--- src/rtl/ppu_pkg.sv ---
// Shared sizes, types and helpers for the PPU pixel-output path.
package ppu_pkg;

  localparam int PAL_ENTRIES = 32;
  localparam int VIS_W       = 256;
  localparam int VIS_H       = 240;

  typedef logic [4:0] pal_addr_t;
  typedef logic [5:0] nes_color_t;

  typedef struct packed {
    logic [7:0] r;
    logic [7:0] g;
    logic [7:0] b;
  } rgb_t;

  // Sprite backdrop slots $10/$14/$18/$1C alias the background backdrops.
  function automatic pal_addr_t pal_mirror(input pal_addr_t a);
    if (a[4] && (a[1:0] == 2'b00)) begin
      return {1'b0, a[3:0]};
    end else begin
      return a;
    end
  endfunction

  // A channel dims to 3/4 when any emphasis bit is set but not its own.
  function automatic logic [7:0] emph_apply(input logic [7:0] v, input logic [2:0] emph,
                                            input logic own_bit);
    if ((emph != 3'b000) && !own_bit) begin
      return v - (v >> 2);
    end else begin
      return v;
    end
  endfunction

endpackage

--- src/rtl/ppu_color_rom.sv ---
// Combinational 2C02 colour ROM: 6-bit NES colour index to 24-bit RGB.
module ppu_color_rom
  import ppu_pkg::*;
(
  input  nes_color_t idx,
  output rgb_t       rgb
);

  logic [23:0] rom_s;

  // Unlisted indices ($0D-$0F, $1D-$1F, $2E-$2F, $3E-$3F) fall to black.
  always_comb begin
    rom_s = 24'h000000;
    case (idx)
      6'h00: rom_s = 24'h545454;  6'h01: rom_s = 24'h001E74;
      6'h02: rom_s = 24'h081090;  6'h03: rom_s = 24'h300088;
      6'h04: rom_s = 24'h440064;  6'h05: rom_s = 24'h5C0030;
      6'h06: rom_s = 24'h540400;  6'h07: rom_s = 24'h3C1800;
      6'h08: rom_s = 24'h202A00;  6'h09: rom_s = 24'h083A00;
      6'h0A: rom_s = 24'h004000;  6'h0B: rom_s = 24'h003C00;
      6'h0C: rom_s = 24'h00323C;
      6'h10: rom_s = 24'h989698;  6'h11: rom_s = 24'h084CC4;
      6'h12: rom_s = 24'h3032EC;  6'h13: rom_s = 24'h5C1EE4;
      6'h14: rom_s = 24'h8814B0;  6'h15: rom_s = 24'hA01464;
      6'h16: rom_s = 24'h982220;  6'h17: rom_s = 24'h783C00;
      6'h18: rom_s = 24'h545A00;  6'h19: rom_s = 24'h287200;
      6'h1A: rom_s = 24'h087C00;  6'h1B: rom_s = 24'h007628;
      6'h1C: rom_s = 24'h006678;
      6'h20: rom_s = 24'hECEEEC;  6'h21: rom_s = 24'h4C9AEC;
      6'h22: rom_s = 24'h787CEC;  6'h23: rom_s = 24'hB062EC;
      6'h24: rom_s = 24'hE454EC;  6'h25: rom_s = 24'hEC58B4;
      6'h26: rom_s = 24'hEC6A64;  6'h27: rom_s = 24'hD48820;
      6'h28: rom_s = 24'hA0AA00;  6'h29: rom_s = 24'h74C400;
      6'h2A: rom_s = 24'h4CD020;  6'h2B: rom_s = 24'h38CC6C;
      6'h2C: rom_s = 24'h38B4CC;  6'h2D: rom_s = 24'h3C3C3C;
      6'h30: rom_s = 24'hECEEEC;  6'h31: rom_s = 24'hA8CCEC;
      6'h32: rom_s = 24'hBCBCEC;  6'h33: rom_s = 24'hD4B2EC;
      6'h34: rom_s = 24'hECAEEC;  6'h35: rom_s = 24'hECAED4;
      6'h36: rom_s = 24'hECB4B0;  6'h37: rom_s = 24'hE4C490;
      6'h38: rom_s = 24'hCCD278;  6'h39: rom_s = 24'hB4DE78;
      6'h3A: rom_s = 24'hA8E290;  6'h3B: rom_s = 24'h98E2B4;
      6'h3C: rom_s = 24'hA0D6E4;  6'h3D: rom_s = 24'hA0A2A0;
      default: rom_s = 24'h000000;
    endcase
  end

  assign rgb = rom_s;

endmodule

--- src/rtl/ppu_palette_out.sv ---
// PPU pixel-output stage: palette RAM lookup, grayscale/emphasis, registered RGB,
// plus the CPU-side palette read/write port.
module ppu_palette_out
  import ppu_pkg::*;
(
  input  logic       clk,
  input  logic       reset,
  input  logic [4:0] pixel,
  input  logic [9:0] x_idx,
  input  logic [9:0] scanline,
  input  logic       grayscale,
  input  logic [2:0] emphasis,
  input  logic       pal_we,
  input  logic       pal_re,
  input  logic [4:0] pal_addr,
  input  logic [5:0] pal_wdata,
  output logic [5:0] pal_rdata,
  output logic       out_valid,
  output logic [8:0] out_x,
  output logic [7:0] out_y,
  output logic [7:0] r,
  output logic [7:0] g,
  output logic [7:0] b
);

  nes_color_t pal_mem_r [PAL_ENTRIES];

  pal_addr_t  cpu_addr_s;
  pal_addr_t  lookup_addr_s;
  logic       visible_s;

  pal_addr_t  s1_addr_r;
  logic       s1_gray_r;
  logic [2:0] s1_emph_r;
  logic       s1_vis_r;
  logic [8:0] s1_x_r;
  logic [7:0] s1_y_r;

  nes_color_t s2_idx_r;
  logic [2:0] s2_emph_r;
  logic       s2_vis_r;
  logic [8:0] s2_x_r;
  logic [7:0] s2_y_r;

  rgb_t       rom_rgb_s;

  // Address decode for the CPU port and the render lookup.
  always_comb begin
    cpu_addr_s = pal_mirror(pal_addr);
    if (pixel[1:0] == 2'b00) begin
      lookup_addr_s = 5'h00;
    end else begin
      lookup_addr_s = pal_mirror(pixel);
    end
    visible_s = (x_idx < 10'(VIS_W)) && (scanline < 10'(VIS_H));
  end

  // Palette storage; CPU writes land at the edge and reads see pre-write data.
  always_ff @(posedge clk or negedge reset) begin
    if (!reset) begin
      for (int i = 0; i < PAL_ENTRIES; i++) begin
        pal_mem_r[i] <= 6'd0;
      end
      pal_rdata <= 6'd0;
    end else begin
      if (pal_we) begin
        pal_mem_r[cpu_addr_s] <= pal_wdata;
      end
      if (pal_re) begin
        pal_rdata <= pal_mem_r[cpu_addr_s];
      end
    end
  end

  // Stage 1: capture lookup address and the mask bits that travel with the pixel.
  always_ff @(posedge clk or negedge reset) begin
    if (!reset) begin
      s1_addr_r <= 5'd0;
      s1_gray_r <= 1'b0;
      s1_emph_r <= 3'd0;
      s1_vis_r  <= 1'b0;
      s1_x_r    <= 9'd0;
      s1_y_r    <= 8'd0;
    end else begin
      s1_addr_r <= lookup_addr_s;
      s1_gray_r <= grayscale;
      s1_emph_r <= emphasis;
      s1_vis_r  <= visible_s;
      s1_x_r    <= x_idx[8:0];
      s1_y_r    <= scanline[7:0];
    end
  end

  // Stage 2: palette read with grayscale keeping only the luma row.
  always_ff @(posedge clk or negedge reset) begin
    if (!reset) begin
      s2_idx_r  <= 6'd0;
      s2_emph_r <= 3'd0;
      s2_vis_r  <= 1'b0;
      s2_x_r    <= 9'd0;
      s2_y_r    <= 8'd0;
    end else begin
      s2_idx_r  <= pal_mem_r[s1_addr_r] & (s1_gray_r ? 6'h30 : 6'h3F);
      s2_emph_r <= s1_emph_r;
      s2_vis_r  <= s1_vis_r;
      s2_x_r    <= s1_x_r;
      s2_y_r    <= s1_y_r;
    end
  end

  ppu_color_rom u_rom (
    .idx (s2_idx_r),
    .rgb (rom_rgb_s)
  );

  // Stage 3: colour conversion and emphasis; blanked outside the visible area.
  always_ff @(posedge clk or negedge reset) begin
    if (!reset) begin
      out_valid <= 1'b0;
      out_x     <= 9'd0;
      out_y     <= 8'd0;
      r         <= 8'd0;
      g         <= 8'd0;
      b         <= 8'd0;
    end else begin
      out_valid <= s2_vis_r;
      if (s2_vis_r) begin
        out_x <= s2_x_r;
        out_y <= s2_y_r;
        r     <= emph_apply(rom_rgb_s.r, s2_emph_r, s2_emph_r[0]);
        g     <= emph_apply(rom_rgb_s.g, s2_emph_r, s2_emph_r[1]);
        b     <= emph_apply(rom_rgb_s.b, s2_emph_r, s2_emph_r[2]);
      end else begin
        out_x <= 9'd0;
        out_y <= 8'd0;
        r     <= 8'd0;
        g     <= 8'd0;
        b     <= 8'd0;
      end
    end
  end

endmodule

--- config.mk ---
export PLATFORM = sky130hd
export DESIGN_NAME = ppu_palette_out
export DESIGN_NICKNAME = d
export VERILOG_FILES = /design/src/rtl/ppu_pkg.sv /design/src/rtl/ppu_color_rom.sv /design/src/rtl/ppu_palette_out.sv
export SDC_FILE = /design/constraint.sdc
export NUM_CORES = 1
export LEC_CHECK = 0
export CORE_AREA = 2 2 213 257
export DETAILED_ROUTE_END_ITERATION = 7
export DIE_AREA = 0 0 215 259
export DONT_BUFFER_PORTS = 1
export PLACE_DENSITY = 0.42
export REMOVE_ABC_BUFFERS = 1
export SLEW_MARGIN = 10
export SYNTH_ARGS = -nofsm -noshare
export SYNTH_HDL_FRONTEND = slang
export SYNTH_SLANG_ARGS = --single-unit
--- constraint.sdc ---
create_clock -name clk -period 4.2 [get_ports clk]
set_clock_uncertainty 0.2 [all_clocks]
set_input_delay 0 -clock clk [delete_from_list [all_inputs] [get_ports clk]]
set_output_delay 0 -clock clk [all_outputs]
set_load 0.01 [all_outputs]
==> results by group, run 1 <==
Setup path
  – Kind of end point of the critical path: flip-flop
  – Slowest-stage cell, CP: dfrtp_1
  – CP Launch Type: flip-flop
  – CP Launch Point: s2_idx_r[1]
  – R2r worst-path depth: 15
  – Top Family by Delay on Critical Path: compound AO/OA/AOI/OAI gates
  – CP Depth: 15
  – Critical path arrival: 4.14 ns
  – Critical path type: flip-flop to flip-flop
  – CP cell instances: inv_1, ha_2, nor2b_1, o21ai_0, o211ai_1, o31ai_1, o21a_1, inv_1, ha_1, a21o_1, nor2_1, and3_1, or3b_1, a211o_1, o22ai_1
  – Critical Path Most Common Cell: inv_1
  – Largest stage delay, worst path: 0.49 ns
  – CP Capture Point: g[5]
  – Reg-to-Reg End: g[5]
  – Critical Path Fanout Max: 11
  – Crit path buf inv count: 2
  – Critical R2R Launch: s2_idx_r[1]
  – CP required: 4.45 ns
  – R2r setup slk: 0.31 ns

Placement
  – Placed Cells: 1899
  – DP Wirelength: 29480 um
  – GP Congestion: 0.8567
  – Buffers on Ports: 0

Layout
  – Fraction of layout cells with a size suffix above 1: 0.2989
  – Diodes inserted: 0
  – Area of the multi-input gates: 7755 sq um
  – Synthesis-to-layout area growth: 15.82%
  – Final Instance Count excl. Fillers: 2040
  – Finished Core Util: 0.3429
  – Fillers: 5337
  – Seq. cell area: 7367 sq um
  – Layout Nets: 1376

STA
  – Worst Max-Slew Pin Slew: 1.200 ns
  – Slew Viols, Final: 0
  – Final setup violation count: 0
  – Hold WS: -1.042 ns
  – RSZ-0062 raised after global routing: false
  – Final Hold Fails: 294
  – Max-slew headroom: 0.1939
  – Final period util: 0.9259
  – Sum of negative setup slack: 0 ns
  – Period minus WS final: 3.889 ns
  – Max Clock Freq: 0.2572 GHz

Synthesis
  – Post-Syn Instances: 1290
  – Number of synthesized flops with an enable pin: 0
  – Asr flop ratio synth: 1.000
  – #FFs+latches synth: 294
  – Part of the Yosys area used for sequential elements: 0.4663
  – Syn Std Cell Area: 15780 sq um
  – Synthesized area per cell: 12.23 sq um
  – Yosys warns: 0
  – Distinct cell type count after synthesis: 77
  – Ys flop type: dfrtp_1

Die
  – Placeable Area: 53290 sq um
  – Die Span Y: 259 um
  – Initial core utilization: 0.2961
  – Die area: 55690 sq um
  – Top Ports: 92
  – Row count: 93
  – Horiz. Die Dim: 215 um

CTS
  – CTS HTree Levels: 2
  – Sink Count: 294
  – Root buffer selected by CTS: clkbuf_16
  – Clk pin slew, worst setup/hold paths: 0.06 ns
  – CTS Hold Bufs: 80
  – CTS Buf Count: 35
  – CTS max path bufs: 3
  – Latest clock arrival within the worst-skew pair: 0.54 ns
  – CTS tree: done
  – Post-CTS Setup Inserts: 0

Global route
  – First-pass GRT wire length: 71520 um
  – Initial antenna violation count: 1
  – All-Layer GR Usage: 0.1681
  – Vias in the first global route: 11191
  – Gr ovfl total: 0
  – Largest net degree at the start of global routing: 295

Drt
  – Post-DR wirelength/cell: 22.63 um
  – Antenna Nets Post-Route: 0
  – # DRC: 0
  – Final WL: 46160 um
  – Vias per inst: 5.211
  – Vias: 10631
  – Pre-Repair DR Iteration Count: 5
  – Starting DRT DRC Count: 604

Pwr
  – Leakage: 0.007645 uW
  – Total power: 9645 uW
  – Clock network power share: 0.310
  – Reg power frac: 0.370
  – Switching Power: 3160 uW
  – Internal: 6485 uW
  – Comb pwr share: 0.320
  – Worst vdd ir: 0.3410 mV
  – PwrDens: 527.8 nW/um^2
  – Switching share of power: 0.3276

Run
  – Max Cap Violations: 0

Worst hold path
  – Worst Hold Class: input port to asynchronous set/reset pin

Outcome
  – Failing checks: hold timing
  – Status: finished, violations left
==> layout make-up <==
cell class,count,area share
inverter,24,0.004930
sequential,294,0.4031
tap,712,0.04875
clock buffer,48,0.05334
multi-input combinational,841,0.4244
clock inverter,13,0.007258
timing repair buffer,108,0.05820
==> layer usage <==
metal	GRT usage	part of all wire
met5	0	0
met4	0.05843	0.032
met3	0.02824	0.041
met2	0.3016	0.52
met1	0.2039	0.41
==> how the worst min path moves through the flow <==
stage | startpoint | slack [ns] | cells past startpoint | endpoint
floorplan | reset | -0.50 | 0 | b[0]
global placement | reset | -0.49 | 0 | out_x[5]
detailed placement | reset | -0.49 | 0 | out_x[5]
CTS | reset | -1.09 | 0 | out_x[5]
global route | reset | -1.08 | 0 | out_x[1]
finish | reset | -1.04 | 0 | out_x[3]
==> power groups by stage <==
stage	sequential [uW]	clock, uW	combinational (uW)
6_report	3560	2990	3090
5_1_grt	3620	3230	3420
4_1_cts	3560	3100	3100
3_5_place_dp	3610	0	2970
3_3_place_gp	3590	0	2960
2_1_floorplan	3570	0	2170
==> flip-flops by register name, summed over array words and instances (netlist names) <==
register	cells
s1_addr_r	5
s2_idx_r	6
pal_rdata	6
s1_gray_r	1
pal_mem_r	192
s2_emph_r	3
g	8
out_y	8
s2_x_r	9
s2_vis_r	1
out_x	9
b	8
s1_x_r	9
s2_y_r	8
s1_vis_r	1
s1_y_r	8
out_valid	1
r	8
s1_emph_r	3
==> cell usage after synthesis (19+ instances only) <==
master / n / share of area
nor2_1: 75 / 0.018
ha_1: 27 / 0.021
buf_2: 28 / 0.0089
mux4_2: 87 / 0.12
and2_1: 23 / 0.0091
a221oi_1: 19 / 0.011
clkbuf_1: 79 / 0.019
a21oi_1: 63 / 0.020
nor2b_1: 23 / 0.0091
nor3_1: 19 / 0.0060
mux2_2: 199 / 0.14
dfrtp_1: 294 / 0.47
inv_1: 21 / 0.0050
nand2_1: 65 / 0.015
o21ai_0: 28 / 0.0089
==> stage by stage <==
stage | cell area (sq um) | setup slack, ns
after floorplan | 15190 | -0.4433
after global placement | 16320 | 0.2749
after detailed placement | 16320 | 0.1531
after CTS | 18270 | 0.1498
after global routing | 18270 | 0.008262
final | 18270 | 0.3114
==> timing repair <==
item / in CTS / in global routing
gates resized for setup: 0 / 3
endpoints found under the setup margin: 0 / 3
endpoints found under the hold margin: 495 / 294
==> cells by family after synthesis <==
logic type,synth area share
compound gates,0.1006
xor+xnor,0.005551
fa+ha+maj,0.02268
buf+inv,0.04266
flops,0.4663
mux,0.2732
simple gates,0.08906
==> cells in the final DEF, fill, tap and decap left out, types with 7 or more instances in the layout <==
master / instances
dfrtp_1: 290
mux2_2: 199
mux4_2: 87
dlygate4sd3_1: 76
nor2_1: 75
nand2_1: 65
a21oi_1: 63
clkbuf_16: 35
o21ai_0: 28
buf_4: 27
ha_1: 25
and2_1: 23
nor2b_1: 22
inv_1: 21
nor3_1: 19
a221oi_1: 19
nand2b_1: 18
a211oi_1: 18
nand3_1: 14
a22oi_1: 13
mux2i_1: 11
o211ai_1: 9
a31oi_1: 9
clkbuf_1: 8
and3_1: 7
No activity file was read; power rests on OpenSTA's default activity.
==> inputs of run 2 (changes only) <==
--- a/config.mk
+++ b/config.mk
@@ -11,6 +11,7 @@
 export DONT_BUFFER_PORTS = 1
 export PLACE_DENSITY = 0.42
 export REMOVE_ABC_BUFFERS = 1
+export SETUP_SLACK_MARGIN = 0.5
 export SLEW_MARGIN = 10
 export SYNTH_ARGS = -nofsm -noshare
 export SYNTH_HDL_FRONTEND = slang
==> run 2 against run 1 <==
Effect of this change: maximum frequency up 9.4%; sequential power about the same; largest cell class unchanged; wire length up 0.50%; critical endpoint unchanged; design area up 1.0%; hold slack worse by 0.00076 ns; the flow still finishes with violations (hold timing); non-clock buffer count up 10; register-to-register slack better by 0.33 ns; final cell count up 0.49%.
==> results by group, run 2 (synthesis gave the netlist of run 1 again) <==
Pwr
  – Worst vdd ir: 0.3403 mV (-0.20%)
  – Internal: 6568 uW (+1.3%)
  – Comb pwr share: 0.330 (+0.010)
  – Reg power frac: 0.364 (-0.006)
  – Clock network power share: 0.306 (-0.004)
  – Leakage: 0.007693 uW (+0.63%)
  – Switching Power: 3210 uW (+1.6%)
  – Total power: 9778 uW (+1.4%)
  – PwrDens: 529.8 nW/um^2 (+0.37%)
  – Switching share of power: 0.3283 (+0.0006621)

Drt
  – Antenna Nets Post-Route: 0 (unchanged)
  – Vias: 10708 (+0.72%)
  – Final WL: 46390 um (+0.50%)
  – Starting DRT DRC Count: 612 (+1.3%)
  – Vias per inst: 5.223 (+0.23%)
  – Post-DR wirelength/cell: 22.63 um (about the same)
  – Pre-Repair DR Iteration Count: 5 (unchanged)
  – # DRC: 0 (unchanged)

Global route
  – Gr ovfl total: 0 (unchanged)
  – Largest net degree at the start of global routing: 295 (unchanged)
  – Initial antenna violation count: 1 (unchanged)
  – All-Layer GR Usage: 0.1681 (about the same)
  – Vias in the first global route: 11208 (+0.15%)
  – First-pass GRT wire length: 71550 um (about the same)

Layout
  – Most common cell after layout, fill and taps aside: dfrtp_1
  – Largest Register: pal_mem_r
  – Fraction of layout cells with a size suffix above 1: 0.3184 (+0.01944)
  – Synthesis-to-layout area growth: 16.99%
  – Fillers: 5326 (-0.21%)
  – Max FFs per register: 192 (unchanged)
  – Final Instance Count excl. Fillers: 2050 (+0.49%)
  – Layout Nets: 1386 (+0.73%)
  – Most frequent cells in the layout: dfrtp_1 (287), mux2_2 (199), mux4_2 (87)
  – Diodes inserted: 0 (unchanged)
  – Cell area after layout: 18460 sq um (+1.0%)

Setup path
  – Largest stage delay, worst path: 0.55 ns (+0.06 ns)
  – CP cell instances: buf_4, nand2_1, nand2_1, o211ai_1, o31ai_1, o21a_1, inv_1, ha_4, a21o_1, nor2_1, and3_1, or3b_1, a211o_1, o22ai_1
  – Critical Path Most Common Cell: nand2_1
  – CP required: 4.45 ns (about the same)
  – R2r worst-path depth: 14 (-1)
  – CP Launch Type: flip-flop
  – Crit path buf inv count: 2 (unchanged)
  – Critical R2R Launch: s2_idx_r[2]
  – Critical Path Fanout Max: 20 (+9)
  – CP Launch Point: s2_idx_r[2]
  – R2r setup slk: 0.64 ns (+0.33 ns)
  – Critical path type: flip-flop to flip-flop
  – Kind of end point of the critical path: flip-flop
  – Slowest-stage cell, CP: dfrtp_4
  – Top Family by Delay on Critical Path: compound AO/OA/AOI/OAI gates
  – Critical path arrival: 3.81 ns (-0.33 ns)
  – Reg-to-Reg End: g[5]

STA
  – Slew Viols, Final: 0 (unchanged)
  – RSZ-0062 raised after global routing: false
  – Sum of negative setup slack: 0 ns (unchanged)
  – Final setup violation count: 0 (unchanged)
  – Hold WS: -1.043 ns (-0.0007600 ns)
  – Max Clock Freq: 0.2812 GHz (+9.4%)
  – Final Hold Fails: 294 (unchanged)
  – Period minus WS final: 3.556 ns (-0.3326 ns)
  – Worst Max-Slew Pin Slew: 1.207 ns (+0.006741 ns)
  – Max-slew headroom: 0.1894 (-0.004528)
  – Final period util: 0.8467 (-0.07919)

Die
  – Row count: 93 (unchanged)
  – Placeable Area: 53290 sq um (unchanged)
  – Initial core utilization: 0.2961 (unchanged)
  – Die area: 55690 sq um (unchanged)
  – Die Span Y: 259 um (unchanged)
  – Top Ports: 92 (unchanged)
  – Horiz. Die Dim: 215 um (unchanged)

Outcome
  – Status: finished, violations left
  – Failing checks: hold timing

Placement
  – Placed Cells: 1899 (unchanged)
  – DP Wirelength: 29480 um (unchanged)
  – Post-DP Area: 16320 sq um (unchanged)
  – GP Congestion: 0.8567 (unchanged)
  – Buffers on Ports: 0 (unchanged)

CTS
  – Root buffer selected by CTS: clkbuf_16
  – Latest clock arrival within the worst-skew pair: 0.54 ns (about the same)
  – CTS HTree Levels: 2 (unchanged)
  – CTS Hold Bufs: 80 (unchanged)
  – CTS max path bufs: 3 (unchanged)
  – CTS Buf Count: 35 (unchanged)
  – Sink Count: 294 (unchanged)
  – CTS tree: done
  – Clk pin slew, worst setup/hold paths: 0.06 ns (about the same)

Worst hold path
  – Worst Hold Class: input port to asynchronous set/reset pin

Run
  – Max Cap Violations: 0 (unchanged)
[run 2: cell count changes in the layout (fill, tap and decap cells not counted), sizes merged]
| cell | change |
|---|---|
| buf | +10 |
| clkinvlp | +1 |
| inv | -1 |
[run 2: layout make-up]
class	instances	area, sq um	area share
Clock inverter	13	132.6	0.007185
Timing Repair Buffer	118	1150	0.06230
Sequential cell	294	7376	0.3996
Multi-Input combinational cell	841	7833	0.4243
Clock buffer	48	974.7	0.05281
Tap cell	712	890.9	0.04826
Inverter	24	101.3	0.005491
[run 2: repair_timing]
action / 4_1_cts / 5_1_grt
pin swaps: 0 / 3
setup endpoints to repair: 10 / 11
buffers inserted: 0 / 10
endpoints found under the hold margin: 495 / 294
gates resized for setup: 10 / 23
[run 2: how the worst max path moves through the flow]
stage / end / slack (ns) / depth (start not counted)
after floorplan: b[7] / -0.44 / 11
after global placement: b[7] / 0.27 / 12
after detailed placement: b[7] / 0.15 / 12
after CTS: b[7] / 0.50 / 12
after global routing: g[5] / 0.49 / 13
final: g[5] / 0.64 / 14
[run 2: power by group through the flow]
| stage | clock network (uW) | logic, uW | registers (uW) |
|---|---|---|---|
| 3_5_place_dp | 0 | 2970 | 3610 |
| 2_1_floorplan | 0 | 2170 | 3570 |
| 3_3_place_gp | 0 | 2960 | 3590 |
| 6_report | 2990 | 3230 | 3560 |
| 4_1_cts | 3100 | 3110 | 3560 |
| 5_1_grt | 3230 | 3550 | 3620 |
[run 2: worst register-to-register path, stage by stage (launching register included)]
cell	delay, ns
dfrtp_4	0.55
buf_4	0.27
nand2_1	0.13
nand2_1	0.09
o211ai_1	0.13
o31ai_1	0.31
o21a_1	0.19
inv_1	0.08
ha_4	0.29
a21o_1	0.15
nor2_1	0.04
and3_1	0.22
or3b_1	0.38
a211o_1	0.27
o22ai_1	0.16
[run 2: per-stage QoR]
step                      utilization  setup WS, ns
after global placement         0.3062        0.2749
after global routing           0.3463        0.4861
after detailed placement       0.3062        0.1531
final                          0.3463        0.6440
after floorplan                     -       -0.4433
after CTS                      0.3433        0.4995
[run 2: routing by layer]
layer | vias up | GRT usage | wire (um)
met1 | 5537 | 0.2033 | 18800
met2 | 263 | 0.3018 | 24220
met4 | 0 | 0.05900 | 1352
li1 | 4834 | - | -
met5 | - | 0 | 0
met3 | 74 | 0.02871 | 2015
